<file path="src/rtl/ssd_pkg.sv">
// Shared types and constants for the two-digit Pmod SSD scan controller.
package ssd_pkg;

  typedef enum logic {
    S_BLANK,
    S_DRIVE
  } scan_state_t;

  localparam int DIGIT_CYCLES_DEF = 25_000;
  localparam int DEAD_CYCLES_DEF  = 500;

  localparam logic [1:0] ENTRY_MAX = 2'd2;

  function automatic logic [1:0] entry_inc(input logic [1:0] c);
    return (c >= ENTRY_MAX) ? ENTRY_MAX : c + 2'd1;
  endfunction

endpackage

</file>
<file path="src/rtl/ssd_scan_timer.sv">
// Slot counter and blank/drive FSM; toggles chip_sel only on entry to blank.
module ssd_scan_timer
  import ssd_pkg::*;
#(
  parameter int DIGIT_CYCLES = DIGIT_CYCLES_DEF,
  parameter int DEAD_CYCLES  = DEAD_CYCLES_DEF
) (
  input  logic clk_i,
  input  logic rst_ni,
  input  logic en_i,
  output logic chip_sel_o,
  output logic raw_blank_o
);

  localparam int CW = $clog2(DIGIT_CYCLES);
  localparam logic [CW-1:0] SLOT_LAST = CW'(DIGIT_CYCLES - 1);
  localparam logic [CW-1:0] DEAD_LAST = CW'(DEAD_CYCLES - 1);
  localparam logic [CW-1:0] ONE       = CW'(1);

  scan_state_t   state_q, state_d;
  logic [CW-1:0] cnt_q, cnt_d;
  logic          sel_q, sel_d;

  always_ff @(posedge clk_i) begin
    if (!rst_ni) begin
      state_q <= S_BLANK;
      cnt_q   <= '0;
      sel_q   <= 1'b0;
    end else begin
      state_q <= state_d;
      cnt_q   <= cnt_d;
      sel_q   <= sel_d;
    end
  end

  always_comb begin
    state_d = state_q;
    cnt_d   = cnt_q;
    sel_d   = sel_q;
    if (!en_i) begin
      // Frozen: restart the slot with a full dead-time on re-enable.
      state_d = S_BLANK;
      cnt_d   = '0;
    end else begin
      case (state_q)
        S_BLANK: begin
          cnt_d = cnt_q + ONE;
          if (cnt_q == DEAD_LAST) begin
            state_d = S_DRIVE;
          end
        end
        S_DRIVE: begin
          if (cnt_q == SLOT_LAST) begin
            cnt_d   = '0;
            sel_d   = ~sel_q;
            state_d = S_BLANK;
          end else begin
            cnt_d = cnt_q + ONE;
          end
        end
        default: begin
          state_d = S_BLANK;
          cnt_d   = '0;
        end
      endcase
    end
  end

  assign chip_sel_o  = sel_q;
  assign raw_blank_o = (state_q == S_BLANK);

endmodule

</file>
<file path="src/rtl/ssd_scan_ctrl.sv">
// Two-digit key-entry buffer multiplexed onto the Pmod SSD with dead-time.
// Define SSD_LZ_BLANK_EN to blank unentered leading digits.
module ssd_scan_ctrl
  import ssd_pkg::*;
#(
  parameter int DIGIT_CYCLES = DIGIT_CYCLES_DEF,
  parameter int DEAD_CYCLES  = DEAD_CYCLES_DEF
) (
  input  logic       clk,
  input  logic       rst,
  input  logic       scan_en,
  input  logic       key_valid,
  input  logic [3:0] key_code,
  input  logic       clear,
  output logic [3:0] digit_val,
  output logic       chip_sel,
  output logic       blank,
  output logic [7:0] value,
  output logic [1:0] entry_cnt
);

  logic       raw_blank;
  logic       lz_blank;
  logic [7:0] value_q, value_d;
  logic [1:0] cnt_q, cnt_d;

  ssd_scan_timer #(
    .DIGIT_CYCLES(DIGIT_CYCLES),
    .DEAD_CYCLES (DEAD_CYCLES)
  ) u_timer (
    .clk_i      (clk),
    .rst_ni     (rst),
    .en_i       (scan_en),
    .chip_sel_o (chip_sel),
    .raw_blank_o(raw_blank)
  );

  always_ff @(posedge clk) begin
    if (!rst) begin
      value_q <= '0;
      cnt_q   <= '0;
    end else begin
      value_q <= value_d;
      cnt_q   <= cnt_d;
    end
  end

  // Clear is applied first so a same-cycle key lands in an empty buffer.
  always_comb begin
    value_d = value_q;
    cnt_d   = cnt_q;
    if (clear) begin
      value_d = '0;
      cnt_d   = '0;
    end
    if (key_valid) begin
      value_d = {value_d[3:0], key_code};
      cnt_d   = entry_inc(cnt_d);
    end
  end

`ifdef SSD_LZ_BLANK_EN
  assign lz_blank = (cnt_q == 2'd0)
                  | (chip_sel & (cnt_q < ENTRY_MAX));
`else
  assign lz_blank = 1'b0;
`endif

  assign blank     = raw_blank | ~scan_en | lz_blank;
  assign digit_val = chip_sel ? value_q[7:4] : value_q[3:0];
  assign value     = value_q;
  assign entry_cnt = cnt_q;

endmodule

</file>
<file path="config.mk">
export PLATFORM = sky130hd
export DESIGN_NAME = ssd_scan_ctrl
export DESIGN_NICKNAME = d
export VERILOG_FILES = /design/src/rtl/ssd_pkg.sv /design/src/rtl/ssd_scan_timer.sv /design/src/rtl/ssd_scan_ctrl.sv
export SDC_FILE = /design/constraint.sdc
export NUM_CORES = 1
export LEC_CHECK = 0
export BUFFER_PORTS_ARGS = -buffer_cell sky130_fd_sc_hd__clkbuf_2
export CAP_MARGIN = 20
export CORE_ASPECT_RATIO = 0.9
export CORE_MARGIN = 1
export CORE_UTILIZATION = 56
export DETAILED_ROUTE_END_ITERATION = 6
export HOLD_SLACK_MARGIN = 0.15
export PLACE_DENSITY = 0.84
export SYNTH_ARGS = -nofsm -noshare
export SYNTH_HDL_FRONTEND = slang
export SYNTH_SLANG_ARGS = --single-unit
export TNS_END_PERCENT = 30
</file>
<file path="constraint.sdc">
create_clock -name clk -period 4.25 [get_ports clk]
set_clock_uncertainty 0.2 [all_clocks]
set_input_delay 0.425 -clock clk [delete_from_list [all_inputs] [get_ports clk]]
set_output_delay 0.425 -clock clk [all_outputs]
set_load 0.005 [all_outputs]
</file>
# After elaboration in Yosys (flattened, before gate mapping)
# Index checks and enable logic that the tools add are counted.
# word_totals
ff_bits,27
input_bits,9
wordCells,29
# classes
addsub,2
magnitude_cmp,1
n_eq_ne,2
mux,11
bitwise,4
n_reduce_logical,3
# op_table
op,n
15-bit case mux with 2 select lines,1
8-bit 2-to-1 mux,2
15-bit by 1-bit adder with 15-bit output (second input constant),1
15-bit == test (second input constant),1
15-bit by 9-bit == test with 1-bit output (second input constant),1
15-bit 2-to-1 mux,1
2-bit 2-to-1 mux,3
4-bit 2-to-1 mux,1
1-bit NOT,3
3-bit AND reduction,1
2-bit by 1-bit adder with 2-bit output (second input constant),1
2-bit greater-or-equal comparator (second input constant),1
1-bit 2-to-1 mux,2
1-bit case mux with 2 select lines,1
2-bit AND reduction,1
2-bit nonzero test,1
1-bit OR,1

# Depth between registers and ports, before layout
# logic_depth
depth_word,4
mapped_depth,6
depth_no_buf,5

# Hierarchy
# From an unflattened synthesis, not the netlist that was laid out.
# hier_totals
cells_unflattened,129
hier_area_um2,1206.2
# by_module_without_submodules
mod,n_inst,cells_each,area_each_um2
ssd_scan_timer,1,86,769.5
ssd_scan_ctrl,1,43,436.7

# Worst setup path before layout
# Ideal clock, no wire load.
# synth_timing
path_type,register to register
from,reg u_timer.cnt_q[0]
to,reg u_timer.state_q
t_arrival_ns,1.321
required_ns,3.935
slack_ns,2.614
path_stages_with_launch,7
synth_period_minus_slack_ns,1.636
path_cell_list,dfxtp_1 > ha_1 > and3b_1 > nand4_2 > o211ai_4 > buf_6 > nor2_1
# synth_between
elab_chain_len,3
elab_cells_between_ends,5
cone_classes,eq/ne (2); mux (3)
# synth_lines
element,line,source
from (decl),ssd_scan_timer.sv:21,"logic [CW-1:0] cnt_q, cnt_d;"
from (signal assigned),ssd_scan_timer.sv:31,cnt_q <= cnt_d;
15-bit == test or 15-bit by 9-bit == test with 1-bit output (tied branches),"ssd_scan_timer.sv:53, ssd_scan_timer.sv:48",
"1-bit 2-to-1 mux, on equally long branches","ssd_scan_timer.sv:53, ssd_scan_timer.sv:48",
1-bit case mux with 2 select lines (*),ssd_scan_timer.sv:45,case (state_q)
to (signal assigned),ssd_scan_timer.sv:30,state_q <= state_d;
to (decl),ssd_scan_timer.sv:20,"scan_state_t state_q, state_d;"
# Every way passes the cells marked *; elsewhere a longest branch is shown, timed or not.
# A chain may end at the register's enable or synchronous reset.

# Worst setup path after layout
# layout_timing
from,"reg u_timer.sel_q, in the netlist u_timer.chip_sel_o"
to,out digit_val[0]
# layout_between
elab_chain_len,1
# layout_lines
element,line,source
from (decl),ssd_scan_timer.sv:22,"logic sel_q, sel_d;"
from (signal assigned),ssd_scan_timer.sv:32,sel_q <= sel_d;
4-bit 2-to-1 mux,ssd_scan_ctrl.sv:70,assign digit_val = chip_sel ? value_q[7:4] : value_q[3:0];
to (decl),ssd_scan_ctrl.sv:15,"output logic [3:0] digit_val,"
# No other way between the ends.

==> metrics.md <==
| Metric | Value |
|---|---|
| Via/cell ratio | 5.47 |
| Hold Worst Slack | 0.157 ns |
| Minimum setup slack after placement | 2.42 ns |
| Max cap viols | 0 |
| Violation count after the first detailed-routing iteration | 24 |
| DR WL/cell | 13.2 µm |
| Cell count of the worst reg-to-reg path | 5 |
| Beginning of the worst hold path | key_code[2] |
| Seq pwr share | 65.7% |
| Number of nets with antenna violations after routing | 0 |
| 1st-pass router iterations | 4 |
| Post-Syn Nets | 135 |
| Finished Core Util | 68.7% |
| Critical path data arrival time | 1.34 ns |
| Leading post-synthesis cells by cell area | sky130_fd_sc_hd__dfxtp_1, sky130_fd_sc_hd__nor2_1, sky130_fd_sc_hd__xnor2_1, sky130_fd_sc_hd__mux2_2, sky130_fd_sc_hd__mux2i_1 |
| Number of slew-limit violations in the final report | 0 |
| Number of inserted diodes | 0 |
| Number of instances in the synthesized netlist | 125 |
| Total net switching power | 0.0899 mW |
| Setup repair after global routing missed its margin | no |
| Netlist Area Pre-Place | 0.00118 mm² |
| Largest family of logic cells by synthesized area | simple AND/OR/NAND/NOR gates |
| Pin count of the biggest net entering global routing | 17 |
| Clk buf depth | 2 |
| Status | completed |
| Portion of the post-synthesis area used by sequential elements | 45.7% |
| Share of async-settable or async-resettable flops after synthesis | 0% |
| Switching share of total power | 22.6% |
| Slew at the pin closest to its max-slew limit | 0.449 ns |
| Die Outline Area | 0.00230 mm² |
| Reg-to-reg endpoint | u_timer.cnt_q[14]$_SDFF_PN0_ |
| Internal portion of total power | 0.307 mW |
| Routability congestion estimate from global placement | 0.759 |
| Yosys cell types | 31 |
| Final total power | 0.397 mW |
| Post-synthesis xor/xnor area fraction | 9.63% |
| FMAX | 509 MHz |
| Total placed cells including tap cells | 171 |
| Worst setup EP type | output port |
| Number of vias after detailed routing | 957 |
| Dominant cell by count in the synthesized netlist | sky130_fd_sc_hd__dfxtp_1 |
| Largest area contributor in the netlist | sky130_fd_sc_hd__dfxtp_1 |
| Relative slew slack | 69.9% |
| CTS tree | done |
| Total clock buffers created by CTS | 3 |
| Overall routing resource usage | 23.1% |
| Total core area | 0.00195 mm² |
| Final worst-path cycle share | 46.2% |
| Cell with the largest stage delay on the worst path | sky130_fd_sc_hd__dfxtp_1 |
| Layout Nets | 161 |
| Area after detailed placement | 0.00131 mm² |
| Setup_tns | 0 ns |
| Adder and majority gate portion of the synthesized area | 1.06% |
| Port bufs | 24 |
| Post-CTS clock slew at the launch and capture registers of the worst setup and hold paths | 0.14 ns |
| Power Density | 296 mW/mm² |
| Placed wire-length estimate | 1740 µm |
| Worst-path maximum fanout | 7 |
| Final WS setup | 2.29 ns |
| Clk pwr share | 27.6% |
| Primary flip-flop cell chosen by synthesis mapping | sky130_fd_sc_hd__dfxtp_1 |
| Synth top area share | 45.7% |
| Number of rows in the core area | 15 |
| Type of the setup path with the least slack | reg -> out |
| Mux share of post-synthesis cell area | 7.20% |
| Die width | 50.4 µm |
| Required time of the worst setup path | 3.62 ns |
| Routed wire length | 2310 µm |
| Compound-cell area share of the yosys netlist | 7.20% |
| Starting utilization of the core area | 60.6% |
| Count of instances resized after the clock tree is built | 0 |
| Cts hold-fix bufs | 0 |
| Wire length of the first global-routing pass | 3730 µm |
| Cells traversed along the worst timing path | mux2_2 > clkbuf_2 |
| Share of synthesized cell area in and, or, nand and nor gates | 26.6% |
| Leakage power summed over all cells | 0.528 nW |
| Number of warnings issued by yosys | 0 |
| Initial antenna violation count | 0 |
| Final Instance Area | 0.00134 mm² |
| Vias in the first global route | 763 |
| Worst Hold Endpoint | value[2]$_SDFF_PN0_ |
| Post-layout minimum cycle time | 1.96 ns |
| Share of final-layout standard cells stronger than drive strength 1 | 22.7% |
| Number of synthesized flops with an enable pin | 0 |
| Source-to-sink clock delay at the later pin of the worst-skew pair | 0.33 ns |
| Combinational cell fraction of total power | 6.7% |
| Htree depth | 1 |
| Final hold violations | 0 |
| TritonCTS Sinks | 27 |
| Reg2Reg Launch Point | u_timer.cnt_q[0]$_SDFF_PN0_ |
| Number of cells in the finished layout apart from fillers | 175 |
| Root buf cell | sky130_fd_sc_hd__clkbuf_4 |
| Top-Level Pins | 25 |
| Average size of a mapped cell | 9.46 µm² |
| Remaining DRCs | 0 |
| Post-CTS setup buffer count | 0 |
| Overflow left after global routing | 0 |
| Ranking of synthesized cells by instance count | sky130_fd_sc_hd__dfxtp_1, sky130_fd_sc_hd__nor2_1, sky130_fd_sc_hd__xnor2_1 |
| Slowest Stage Delay on Critical Path | 0.52 ns |
| Worst hold path class | in -> reg |
| Layout-stage area growth over the synthesis result | 13.3% |
| Peak supply drop | 271 µV |
| Worst Setup Start Kind | flop |
| Y dimension of the die | 45.6 µm |
| Register bit total from synthesis | 27 |
| Register-to-Register Setup Slack | 2.41 ns |
| Cells on Worst Hold Path | 3 |
| Finish-stage setup viols | 0 |
-- critical path, delay by kind of cell, from the launching register on --
kind | cells | cell delay (ns)
buffers and inverters | 1 | 0.11
flip-flops | 1 | 0.52
multiplexers | 1 | 0.38
-- kinds of logic (layout without fill, tap and decap cells) --
logic type               after synthesis  after routing
AND/OR/NAND/NOR                       59             59
flip-flops                            27             27
XOR/XNOR                              13             13
AO/OA/AOI/OAI                         11             11
multiplexers                           8              8
buffers and inverters                  6             31
adder cells (fa/ha/maj)                1              1
-- power by group through the flow --
stage          logic [mW]  registers, mW  clock network (mW)
2_1_floorplan      0.0151          0.266                   0
3_3_place_gp       0.0260          0.266                   0
3_5_place_dp       0.0267          0.267                   0
4_1_cts            0.0269          0.261               0.111
5_1_grt            0.0299          0.262               0.120
6_report           0.0266          0.261               0.109
-- area by class of cell --
| type | instances | area [µm²] |
|---|---|---|
| Clock buffer | 4 | 26.3 |
| Fill cell | 173 | 612 |
| Timing Repair Buffer | 24 | 120 |
| Tap cell | 25 | 31.3 |
| Multi-Input combinational cell | 92 | 611 |
| Inverter | 3 | 11.3 |
| Sequential cell | 27 | 541 |
-- placed cells by master (no fill, tap or decap), types with 2 or more instances in the layout --
cell                       synthesis  layout
sky130_fd_sc_hd__nor4_1            3       3
sky130_fd_sc_hd__nand3_1           5       5
sky130_fd_sc_hd__and4_1            2       2
sky130_fd_sc_hd__clkbuf_4          0       3
sky130_fd_sc_hd__nor3_1            4       4
sky130_fd_sc_hd__nor2b_1           4       4
sky130_fd_sc_hd__mux2i_1           4       4
sky130_fd_sc_hd__a22oi_1           3       3
sky130_fd_sc_hd__a21oi_1           2       2
sky130_fd_sc_hd__inv_1             3       3
sky130_fd_sc_hd__o21ai_0           2       2
sky130_fd_sc_hd__dfxtp_1          27      27
sky130_fd_sc_hd__nand2_1           5       5
sky130_fd_sc_hd__nor2_1           25      25
sky130_fd_sc_hd__xor2_1            4       4
sky130_fd_sc_hd__nor3b_1           2       2
sky130_fd_sc_hd__clkbuf_2          0      24
sky130_fd_sc_hd__mux2_2            4       4
sky130_fd_sc_hd__xnor2_1           9       9
sky130_fd_sc_hd__nand4_1           4       4
-- flip-flops by register name (all words and copies together), names as in the netlist --
name                count
u_timer.cnt_q          15
u_timer.state_q         1
u_timer.chip_sel_o      1
entry_cnt               2
value                   8
-- layer usage --
layer	track usage, %	up-vias	wire [µm]
li1	-	487	-
met1	30.5	436	1040
met2	34.4	27	1090
met3	8.33	7	130
met4	10.0	0	47
met5	0	-	0
-- worst max-delay path by stage --
stage	from	to	slack, ns	cells after the start
finish	u_timer.chip_sel_o$_SDFFE_PN0P_	digit_val[0]	2.29	2
global route	u_timer.chip_sel_o$_SDFFE_PN0P_	digit_val[0]	2.22	2
CTS	u_timer.chip_sel_o$_SDFFE_PN0P_	digit_val[0]	2.27	2
detailed placement	u_timer.cnt_q[0]$_SDFF_PN0_	u_timer.cnt_q[11]$_SDFF_PN0_	2.42	5
global placement	u_timer.cnt_q[0]$_SDFF_PN0_	u_timer.cnt_q[11]$_SDFF_PN0_	2.50	5
floorplan	u_timer.cnt_q[0]$_SDFF_PN0_	u_timer.state_q$_SDFF_PN0_	2.61	6
No activity file was read; power rests on OpenSTA's default activity.
